$ cat src/rtl/dec8b10b_pkg.sv
// Shared definitions for the 8b/10b receive-side disparity checker.
// Holds the running-disparity encoding, the sub-block weight classes, the
// special sub-block patterns, and helpers that split a symbol into its
// abcdei / fghj sub-blocks.
package dec8b10b_pkg;

    localparam int unsigned SYM_W  = 10;
    localparam int unsigned SIX_W  = 6;
    localparam int unsigned FOUR_W = 4;
    localparam int unsigned BYTE_W = 8;

    localparam logic RD_NEG = 1'b0;
    localparam logic RD_POS = 1'b1;

    // 6b sub-blocks are written abcdei (a in the MSB); 4b sub-blocks are fghj
    localparam logic [SIX_W-1:0]  SIX_000111 = 6'b000111;
    localparam logic [SIX_W-1:0]  SIX_111000 = 6'b111000;
    localparam logic [SIX_W-1:0]  SIX_K28_N  = 6'b001111;
    localparam logic [SIX_W-1:0]  SIX_K28_P  = 6'b110000;
    localparam logic [FOUR_W-1:0] FOUR_0011  = 4'b0011;
    localparam logic [FOUR_W-1:0] FOUR_1100  = 4'b1100;
    localparam logic [FOUR_W-1:0] FOUR_A7_N  = 4'b1000;
    localparam logic [FOUR_W-1:0] FOUR_A7_P  = 4'b0111;
    localparam logic [FOUR_W-1:0] FOUR_P7_N  = 4'b1110;
    localparam logic [FOUR_W-1:0] FOUR_P7_P  = 4'b0001;

    typedef enum logic [1:0] {
        WC_NEG = 2'd0,
        WC_NEU = 2'd1,
        WC_POS = 2'd2,
        WC_BAD = 2'd3
    } wclass_e;

    // abcdei view of a symbol {j,h,g,f,i,e,d,c,b,a}
    function automatic logic [SIX_W-1:0] abcdei(input logic [SYM_W-1:0] s);
        abcdei = {s[0], s[1], s[2], s[3], s[4], s[5]};
    endfunction

    // fghj view of a symbol
    function automatic logic [FOUR_W-1:0] fghj(input logic [SYM_W-1:0] s);
        fghj = {s[6], s[7], s[8], s[9]};
    endfunction

    function automatic wclass_e class6(input logic [SIX_W-1:0] v);
        logic [2:0] n;
        n = '0;
        for (int i = 0; i < int'(SIX_W); i++) n = n + 3'(v[i]);
        case (n)
            3'd2:    class6 = WC_NEG;
            3'd3:    class6 = WC_NEU;
            3'd4:    class6 = WC_POS;
            default: class6 = WC_BAD;
        endcase
    endfunction

    function automatic wclass_e class4(input logic [FOUR_W-1:0] v);
        logic [2:0] n;
        n = '0;
        for (int i = 0; i < int'(FOUR_W); i++) n = n + 3'(v[i]);
        case (n)
            3'd1:    class4 = WC_NEG;
            3'd2:    class4 = WC_NEU;
            3'd3:    class4 = WC_POS;
            default: class4 = WC_BAD;
        endcase
    endfunction

endpackage

$ cat src/rtl/dec_lut.sv
// Combinational 6b->5b and 4b->3b decode tables with control-character detect.
// Ports:
//   sym   - received symbol {j,h,g,f,i,e,d,c,b,a}
//   k28   - 6b sub-block is a K28 form (001111 / 110000)
//   edcba - decoded low five bits
//   hgf   - decoded high three bits
//   miss6 - abcdei not present in the 5b/6b table
//   miss4 - fghj not present in the 3b/4b table, or illegal for K28
//   kout  - symbol is a legal control character (before code-error masking)
module dec_lut
    import dec8b10b_pkg::*;
(
    input  logic [SYM_W-1:0] sym,
    input  logic             k28,
    output logic [4:0]       edcba,
    output logic [2:0]       hgf,
    output logic             miss6,
    output logic             miss4,
    output logic             kout
);

    logic [SIX_W-1:0]  six;
    logic [FOUR_W-1:0] four_raw;
    logic [FOUR_W-1:0] four;
    logic              kx7;

    // K28 after a 110000 sub-block carries the complemented 4b form
    always_comb begin
        six      = abcdei(sym);
        four_raw = fghj(sym);
        four     = (k28 && six == SIX_K28_P) ? ~four_raw : four_raw;
    end

    // 5b/6b table
    always_comb begin
        edcba = '0;
        miss6 = 1'b0;
        case (six)
            6'b100111, 6'b011000:            edcba = 5'd0;
            6'b011101, 6'b100010:            edcba = 5'd1;
            6'b101101, 6'b010010:            edcba = 5'd2;
            6'b110001:                       edcba = 5'd3;
            6'b110101, 6'b001010:            edcba = 5'd4;
            6'b101001:                       edcba = 5'd5;
            6'b011001:                       edcba = 5'd6;
            6'b111000, 6'b000111:            edcba = 5'd7;
            6'b111001, 6'b000110:            edcba = 5'd8;
            6'b100101:                       edcba = 5'd9;
            6'b010101:                       edcba = 5'd10;
            6'b110100:                       edcba = 5'd11;
            6'b001101:                       edcba = 5'd12;
            6'b101100:                       edcba = 5'd13;
            6'b011100:                       edcba = 5'd14;
            6'b010111, 6'b101000:            edcba = 5'd15;
            6'b011011, 6'b100100:            edcba = 5'd16;
            6'b100011:                       edcba = 5'd17;
            6'b010011:                       edcba = 5'd18;
            6'b110010:                       edcba = 5'd19;
            6'b001011:                       edcba = 5'd20;
            6'b101010:                       edcba = 5'd21;
            6'b011010:                       edcba = 5'd22;
            6'b111010, 6'b000101:            edcba = 5'd23;
            6'b110011, 6'b001100:            edcba = 5'd24;
            6'b100110:                       edcba = 5'd25;
            6'b010110:                       edcba = 5'd26;
            6'b110110, 6'b001001:            edcba = 5'd27;
            6'b001110, 6'b001111, 6'b110000: edcba = 5'd28;
            6'b101110, 6'b010001:            edcba = 5'd29;
            6'b011110, 6'b100001:            edcba = 5'd30;
            6'b101011, 6'b010100:            edcba = 5'd31;
            default:                         miss6 = 1'b1;
        endcase
    end

    // 3b/4b table; primary and alternate x.7 both map to 111
    always_comb begin
        hgf   = '0;
        miss4 = 1'b0;
        case (four)
            4'b1011, 4'b0100:                   hgf = 3'd0;
            4'b1001:                            hgf = 3'd1;
            4'b0101:                            hgf = 3'd2;
            4'b1100, 4'b0011:                   hgf = 3'd3;
            4'b1101, 4'b0010:                   hgf = 3'd4;
            4'b1010:                            hgf = 3'd5;
            4'b0110:                            hgf = 3'd6;
            4'b1110, 4'b0001, 4'b0111, 4'b1000: hgf = 3'd7;
            default:                            miss4 = 1'b1;
        endcase
        // K28.7 only exists in the alternate form
        if (k28 && (four == FOUR_P7_N || four == FOUR_P7_P)) miss4 = 1'b1;
    end

    // K23/27/29/30.7 are the alternate-7 forms following those 6b codes
    always_comb begin
        kx7 = 1'b0;
        case (six)
            6'b111010, 6'b000101, 6'b110110, 6'b001001,
            6'b101110, 6'b010001, 6'b011110, 6'b100001:
                kx7 = (four_raw == FOUR_A7_N) || (four_raw == FOUR_A7_P);
            default: kx7 = 1'b0;
        endcase
        kout = (k28 && !miss4) || kx7;
    end

endmodule

$ cat src/rtl/dec_disparity_check.sv
// 8b/10b symbol decoder with code-group and running-disparity checking.
// One-cycle latency, no backpressure.
// Ports:
//   clk, rst_n - clock, asynchronous active-low reset
//   in_valid   - sym holds a symbol this cycle
//   sym        - received symbol {j,h,g,f,i,e,d,c,b,a}
//   out_valid  - registered outputs below describe one accepted symbol
//   dout       - decoded byte {H,G,F,E,D,C,B,A}
//   kout       - control character
//   code_err   - illegal 6b or 4b code group
//   disp_err   - sub-block polarity conflicts with running disparity
//   rd         - current running disparity (0 = negative)
module dec_disparity_check
    import dec8b10b_pkg::*;
(
    input  logic              clk,
    input  logic              rst_n,
    input  logic              in_valid,
    input  logic [SYM_W-1:0]  sym,
    output logic              out_valid,
    output logic [BYTE_W-1:0] dout,
    output logic              kout,
    output logic              code_err,
    output logic              disp_err,
    output logic              rd
);

    logic [SIX_W-1:0]  six;
    logic [FOUR_W-1:0] four;
    wclass_e           wc6;
    wclass_e           wc4;
    logic              k28;
    logic [4:0]        lut_edcba;
    logic [2:0]        lut_hgf;
    logic              lut_miss6;
    logic              lut_miss4;
    logic              lut_kout;
    logic              rd6;
    logic              rd4;
    logic              derr6;
    logic              derr4;
    logic              cerr;

    dec_lut u_lut (
        .sym   (sym),
        .k28   (k28),
        .edcba (lut_edcba),
        .hgf   (lut_hgf),
        .miss6 (lut_miss6),
        .miss4 (lut_miss4),
        .kout  (lut_kout)
    );

    // Weight classification, disparity tracking and error detection
    always_comb begin
        six   = abcdei(sym);
        four  = fghj(sym);
        wc6   = class6(six);
        wc4   = class4(four);
        k28   = (six == SIX_K28_N) || (six == SIX_K28_P);
        rd6   = rd;
        derr6 = 1'b0;
        rd4   = rd6;
        derr4 = 1'b0;

        // Weight-illegal sub-blocks leave RD untouched
        if (wc6 != WC_BAD) begin
            if (six == SIX_000111) begin
                rd6   = RD_POS;
                derr6 = (rd == RD_NEG);
            end else if (six == SIX_111000) begin
                rd6   = RD_NEG;
                derr6 = (rd == RD_POS);
            end else if (wc6 == WC_POS) begin
                rd6   = RD_POS;
                derr6 = (rd == RD_POS);
            end else if (wc6 == WC_NEG) begin
                rd6   = RD_NEG;
                derr6 = (rd == RD_NEG);
            end
        end

        rd4 = rd6;
        if (wc4 != WC_BAD) begin
            if (four == FOUR_0011) begin
                rd4   = RD_POS;
                derr4 = (rd6 == RD_NEG);
            end else if (four == FOUR_1100) begin
                rd4   = RD_NEG;
                derr4 = (rd6 == RD_POS);
            end else if (wc4 == WC_POS) begin
                rd4   = RD_POS;
                derr4 = (rd6 == RD_POS);
            end else if (wc4 == WC_NEG) begin
                rd4   = RD_NEG;
                derr4 = (rd6 == RD_NEG);
            end
        end

        cerr = (wc6 == WC_BAD) || (wc4 == WC_BAD) || lut_miss6 || lut_miss4;
    end

    // Output and RD registers; everything holds across idle cycles
    always_ff @(posedge clk or negedge rst_n) begin
        if (!rst_n) begin
            out_valid <= 1'b0;
            dout      <= '0;
            kout      <= 1'b0;
            code_err  <= 1'b0;
            disp_err  <= 1'b0;
            rd        <= RD_NEG;
        end else begin
            out_valid <= in_valid;
            if (in_valid) begin
                dout     <= {lut_hgf, lut_edcba};
                kout     <= lut_kout && !cerr;
                code_err <= cerr;
                disp_err <= derr6 || derr4;
                rd       <= rd4;
            end
        end
    end

endmodule

$ cat config.mk
export PLATFORM = sky130hd
export DESIGN_NAME = dec_disparity_check
export DESIGN_NICKNAME = d
export VERILOG_FILES = /design/src/rtl/dec8b10b_pkg.sv /design/src/rtl/dec_lut.sv /design/src/rtl/dec_disparity_check.sv
export SDC_FILE = /design/constraint.sdc
export NUM_CORES = 1
export LEC_CHECK = 0
export ABC_AREA = 1
export BUFFER_PORTS_ARGS = -buffer_cell sky130_fd_sc_hd__buf_2
export CORE_MARGIN = 5
export CORE_UTILIZATION = 57
export DETAILED_ROUTE_END_ITERATION = 8
export GPL_TIMING_DRIVEN = 0
export PLACE_DENSITY_LB_ADDON = 0.15
export SETUP_SLACK_MARGIN = 0.02
export SYNTH_ARGS = -nofsm -noshare
export SYNTH_HDL_FRONTEND = slang
export SYNTH_SLANG_ARGS = --single-unit
$ cat constraint.sdc
create_clock -name clk -period 1.8 [get_ports clk]
set_clock_uncertainty 0.2 [all_clocks]
set_input_delay 0 -clock clk [delete_from_list [all_inputs] [get_ports clk]]
set_output_delay 0 -clock clk [all_outputs]
set_load 0.005 [all_outputs]
======== After elaboration in Yosys (flattened, before gate mapping) ========
Cells that the tools add are included.
word-level totals
  register bits after elaboration ......... 13
  input bits .............................. 13
  output and inout port bits .............. 13
  logic and storage cells ................. 160
cells by class
  $add $sub $neg .......................... 8
  equal/unequal tests ..................... 78
  multiplexer cells ....................... 29
  bitwise gates (word level) .............. 3
  reductions and logical operators ........ 36
operators by type and width
  kind                  count
  $pmux W5 S31          1
  $eq A6 B6 Y1 const B  24
  $eq A6 B5 Y1 const B  14
  $reduce_or A48 Y1     1
  $eq A6 B4 Y1 const B  7
  $eq A4 B4 Y1 const B  9
  $reduce_or A2 Y1      15
  $mux W1               24
  $pmux W3 S7           1
  $eq A4 B3 Y1 const B  5
  $eq A6 B3 Y1 const B  3
  $reduce_or A14 Y1     1
  $add A3 B1 Y3         4
  $eq A3 B2 Y1 const B  4
  $eq A4 B2 Y1 const B  3
  $pmux W2 S3           2
  $eq A2 B2 Y1 const B  4
  $logic_or A1 B1 Y1    8
  $reduce_or A8 Y1      1
  $add A2 B1 Y3         2
  $add A1 B1 Y2         2
  $eq A4 B1 Y1 const B  1
  $logic_and A1 B1 Y1   4
  $logic_not A2 Y1      2
  other kinds (9)       12

======== Longest topological paths before layout ========
  word-level depth ........................ 20
  gate-level depth with buffers ........... 16
  depth with buffers taken out ............ 16

======== Modules after synthesis ========
From an unflattened synthesis, not the netlist that was laid out.
second synthesis, totals
  cells, all modules ...................... 326
  area total of the unflattened synthesis .. 1974.4 µm²
by module, submodules not included
  module               instances  cells an instance  area an instance (µm²)  sequential area each (µm²)
  dec_lut              1          200                1038.5                  0.0
  dec_disparity_check  1          126                935.9                   325.3

======== Least setup slack after synthesis ========
No wires, ideal clock.
  kind .................................... in2reg
  from .................................... in sym[0]
  to ...................................... reg rd
  setup time .............................. 129 ps
  data arrival time ....................... 2493 ps
  data required time ...................... 1471 ps
  slack ................................... -1022 ps
  stages on the path ...................... 13
  buffers on the path ..................... 0
  path through ............................ fa_1 -> inv_1 -> fa_1 -> inv_1 -> ha_1 -> inv_1 -> fa_1 -> nand3_1 -> nand2_1 -> o21ai_0 -> a21oi_1 -> o21ai_0 -> o21ai_0
on the way
  cells in the longest elaborated chain, start to end .. 14
  elaborated cells between the ends (all ways) .. 20
  classes of those cells .................. 1 x add/sub; 7 x eq/ne; 11 x mux; 1 x reduce/logical
RTL lines
  what                                          RTL line                    source
  from (decl)                                   dec_disparity_check.sv:19   input logic [SYM_W-1:0] sym,
  $add A3 B1 Y3                                 dec8b10b_pkg.sv:47          for (int i = 0; i < int'(SIX_W); i++) n = n + 3'(v[i]);
  $eq A3 B3 Y1 or $eq A3 B2 Y1 (tied branches)  dec8b10b_pkg.sv:48          case (n)
  $pmux W2 S3                                   dec8b10b_pkg.sv:48
  $logic_not A2 Y1                              dec_disparity_check.sv:77   end else if (wc6 == WC_NEG) begin
  $mux W1                                       dec_disparity_check.sv:77
  $mux W1                                       dec_disparity_check.sv:74   end else if (wc6 == WC_POS) begin
  $mux W1                                       dec_disparity_check.sv:71   end else if (six == SIX_111000) begin
  $mux W1                                       dec_disparity_check.sv:68   if (six == SIX_000111) begin
  $mux W1 (*)                                   dec_disparity_check.sv:67   if (wc6 != WC_BAD) begin
  $mux W1                                       dec_disparity_check.sv:94   end else if (wc4 == WC_NEG) begin
  $mux W1                                       dec_disparity_check.sv:91   end else if (wc4 == WC_POS) begin
  $mux W1                                       dec_disparity_check.sv:88   end else if (four == FOUR_1100) begin
  $mux W1                                       dec_disparity_check.sv:85   if (four == FOUR_0011) begin
  $mux W1 (*)                                   dec_disparity_check.sv:84   if (wc4 != WC_BAD) begin
  to (signal assigned)                          dec_disparity_check.sv:119  rd <= rd4;
  to (decl)                                     dec_disparity_check.sv:25   output logic rd
Mark *: on every way between the ends. The rest lies on a longest branch, timed or not.
A chain may end at the register's enable or synchronous reset.

======== Final worst setup path ========
Same ends and word-level chain as after synthesis.

==> impl_summary.md <==
Outcome
The run finished, with violations left. The final reports fail on negative setup slack.

Cells and area
0 antenna diodes ended up in the layout. Registers take 325 um2. Measured on the finished design, the core utilization comes to 0.675. In the final layout, the share of cells above drive strength 1 is 0.158.

The signed area change from the synthesized netlist to the final layout is 15.7%. The fill cell instance count of the final layout is 329. In the final design database the tool counted between 300 and 400 nets. The combined area of the multi-input logic cells is 0.00144 mm2.

Drt
The average vias per placed instance is 5.39. The via count is between 2k and 2.5k. The starting DRC count in detailed routing is roughly 180. The detailed-router iteration count before antenna repair is 4. After detailed routing, the total wire length is just over 5000 um. The post-route DRC violation count is 0. The residual antenna-violating net count after detailed routing is 0. The mean routed wirelength per cell is ~12 um.

Synth
By area the synthesized netlist is led by nand2_1, dfrtp_1, nand3_1. The unique cell type count in the Yosys netlist is 28. For this run, the number of Yosys warnings is 0. The sequential fraction of the synthesis area is 0.168. The flip-flop and latch count after synthesis is 13. The share of synthesized area in the top cell type comes to 0.202. The commonest cells after synthesis are nand2_1, nand3_1, nor2_1. The leading area contributor after synthesis is nand2_1. The most frequently used cell type in the post-synthesis netlist is nand2_1. Of all flip-flops after synthesis, the portion carrying an async set or reset was 1.00. The post-synthesis instance total is about 340. Summing every instance area after synthesis gives slightly below 0.002 mm2.

The net count after synthesis is roughly 360. The mean instance size in the synthesized netlist is roughly 5.7 um2. The number of flops mapped to enable cells by yosys is 0. In the synthesized netlist the dominant register cell turns out to be dfrtp_1.

Setup path
The number of cells on the worst reg-to-reg path is 8. The top cell family by delay on the critical path is adder cells. The kind of critical path is in2reg. The critical-path maximum fanout is 4. Traced cell by cell, the critical path runs through buf_8 -> fa_1 -> inv_1 -> fa_1 -> inv_1 -> ha_2 -> inv_2 -> fa_1 -> inv_1 -> nand2_1 -> nand2_2 -> nand3_2 -> o21ai_4 -> a21oi_1 -> o21ai_1 -> o21ai_1. The critical path capture point type is a register. The kind of launch point of the worst setup path is a primary input. Among all stages on the critical path, the largest delay is contributed by fa_1. The critical path buffer and inverter count is 5.

In this run the number of cells on the critical path is 16. STA puts the critical path data required time at approximately 1.8 ns. The biggest cell delay along the critical path is 0.52 ns. The critical path arrival is between 2 and 3 ns.

Timing
The final-report hold violation count is 0. The worst-margin pin slew is 0.553 ns. The worst slew margin relative to its limit is 0.630. Setup repair after global routing could not meet its margin everywhere. The total negative slack is -3.05 ns.

The final max-slew violation count is 0. Static timing analysis puts the maximum clock frequency at between 0.3 and 0.4 GHz. The final number of setup-violating endpoints is 4. Dividing the final minimum period by the clock period gives 1.48. On the final layout, the worst hold slack is 0.0463 ns. The routed design could run at a clock period as short as 2.66 ns. Across all setup checks in the final design, the least slack found is -0.864 ns.

Global routing
The initial antenna violation count came to 0. The global-route wire length before repair is roughly 8400 um. For this run the aggregate overflow at the end of global routing stands at 0. The overall routing resource usage is 0.230.

The maximum number of pins on one net before global-route repair is 14. The number of global-route vias before repair came to 1970.

Floorplan
The site row count is 21. The die area is about 0.0047 mm2. The floorplan step defined a core boundary enclosing approximately 0.0033 mm2.

The overall die width is just under 70 um. The height of the chip is between 60 and 70 um. The initial utilization of the core area, before any placement, comes to 0.584. The I/O pin count is 26.

Clocking
The tree is rooted in a clkbuf_4. The clock reaches the later pin of the worst-skew pair after approximately 0.27 ns. The maximum number of buffers from clock root to sink is 2. The number of buffers inserted during clock tree synthesis is 3.

Clock-pin slew was measured on the worst setup and hold paths at roughly 0.070 ns. CTS built an H-tree with a depth of 1. TritonCTS built the clock tree. The tree built by TritonCTS fans out to 13 sinks.

Worst hold path
The class of the tightest hold or removal check is in2reg. The worst hold path passes through 5 cells.

Power and ir drop
The worst ir drop on vdd is between 0.0002 and 0.0003 V. The analysis attributes to cell leakage a power of roughly 1.3 nW. For this design the ratio of total power to cell area is ~530 mW/mm2.

Place
The placer congestion estimate is 0.954. The count of input and output buffers is 25. The half-perimeter wire length of the detailed placement result is between 4000 and 5000 um.

Run
The count of maximum capacitance violations is 0.
[sequential cells by signal, summed over array words and instances (netlist names)]
register / cells
kout: 1
rd: 1
out_valid: 1
dout: 8
code_err: 1
disp_err: 1
[logic make-up after synthesis]
kind of cell,Yosys count,synth area share
buffers and inverters,48,0.105
adder cells (fa/ha/maj),15,0.113
flip-flops,13,0.168
AND/OR/NAND/NOR,228,0.521
AO/OA/AOI/OAI,32,0.0926
[where the power goes]
group,internal (W),switching (W)
clock network,0.0000859,0.0000930
registers,0.000343,0.0000354
logic,0.000248,0.000388
[area by class of cell]
type	count	area share
multi-input combinational	275	0.646
sequential	13	0.145
timing repair buffer	29	0.0811
inverter	40	0.0672
tap	46	0.0257
buffer	7	0.0229
clock buffer	4	0.0118
[cell usage in the layout, fill, tap and decap left out, types with 2 or more instances in the layout]
cell type,n
o211ai_1,3
ha_1,9
nand4_1,10
nand3_2,3
nand2_1,103
o22ai_1,3
inv_1,36
nor3_1,3
a21oi_1,13
fa_1,4
nor2_2,5
ha_2,2
inv_2,2
nand3_1,49
nor4_1,2
o21ai_0,5
buf_2,23
clkbuf_4,3
nor2_4,2
clkinv_1,2
o21ai_1,3
buf_4,4
dfrtp_1,13
nor2_1,44
buf_6,3
clkbuf_1,2
dlygate4sd3_1,3
nand2_2,5
[tightest hold or removal path: stages]
cell and delay [ns]:
buf_2 0.13, nand3_1 0.09, inv_1 0.10, o21ai_1 0.08, o21ai_1 0.06
[path summary, 6_finish.rpt]
path | slack, ns | startpoint | endpoint
setup / recovery | -0.86 | sym[0] | rd$_DFFE_PN0P_
hold / removal | 0.05 | sym[8] | rd$_DFFE_PN0P_
setup reg to reg | 0.30 | rd$_DFFE_PN0P_ | rd$_DFFE_PN0P_
hold reg to reg | 0.28 | dout[1]$_DFFE_PN0P_ | dout[1]$_DFFE_PN0P_
max in group asynchronous | 0.47 | rst_n | rd$_DFFE_PN0P_
min in group asynchronous | 0.55 | rst_n | out_valid$_DFF_PN0_
[layer usage]
layer	track usage	vias up	share of wire
li1	-	1153	-
met1	0.313	993	0.46
met2	0.391	78	0.47
met3	0.0328	8	0.054
met4	0.0397	0	0.0093
met5	0	-	0
[metrics by stage]
stage / area, um2 / power [W] / worst slack, ns / std cells
5_1_grt: 2240 / 0.00129 / -0.954 / 414
6_report: 2240 / 0.00119 / -0.864 / 414
3_3_place_gp: 2130 / 0.000952 / -1.13 / 407
2_1_floorplan: 1950 / 0.000786 / -0.878 / 336
3_5_place_dp: 2130 / 0.000966 / -1.19 / 407
4_1_cts: 2220 / 0.00116 / -0.829 / 415
[repair_timing]
item | CTS | global route
setup endpoints to repair | 4 | 9
hold buffers | 3 | 0
resized for setup | 9 | 10
setup buffers | 1 | 0
pin swaps | 1 | 1
hold endpoints to repair | 22 | 0
Power figures use the tool's default switching activity.
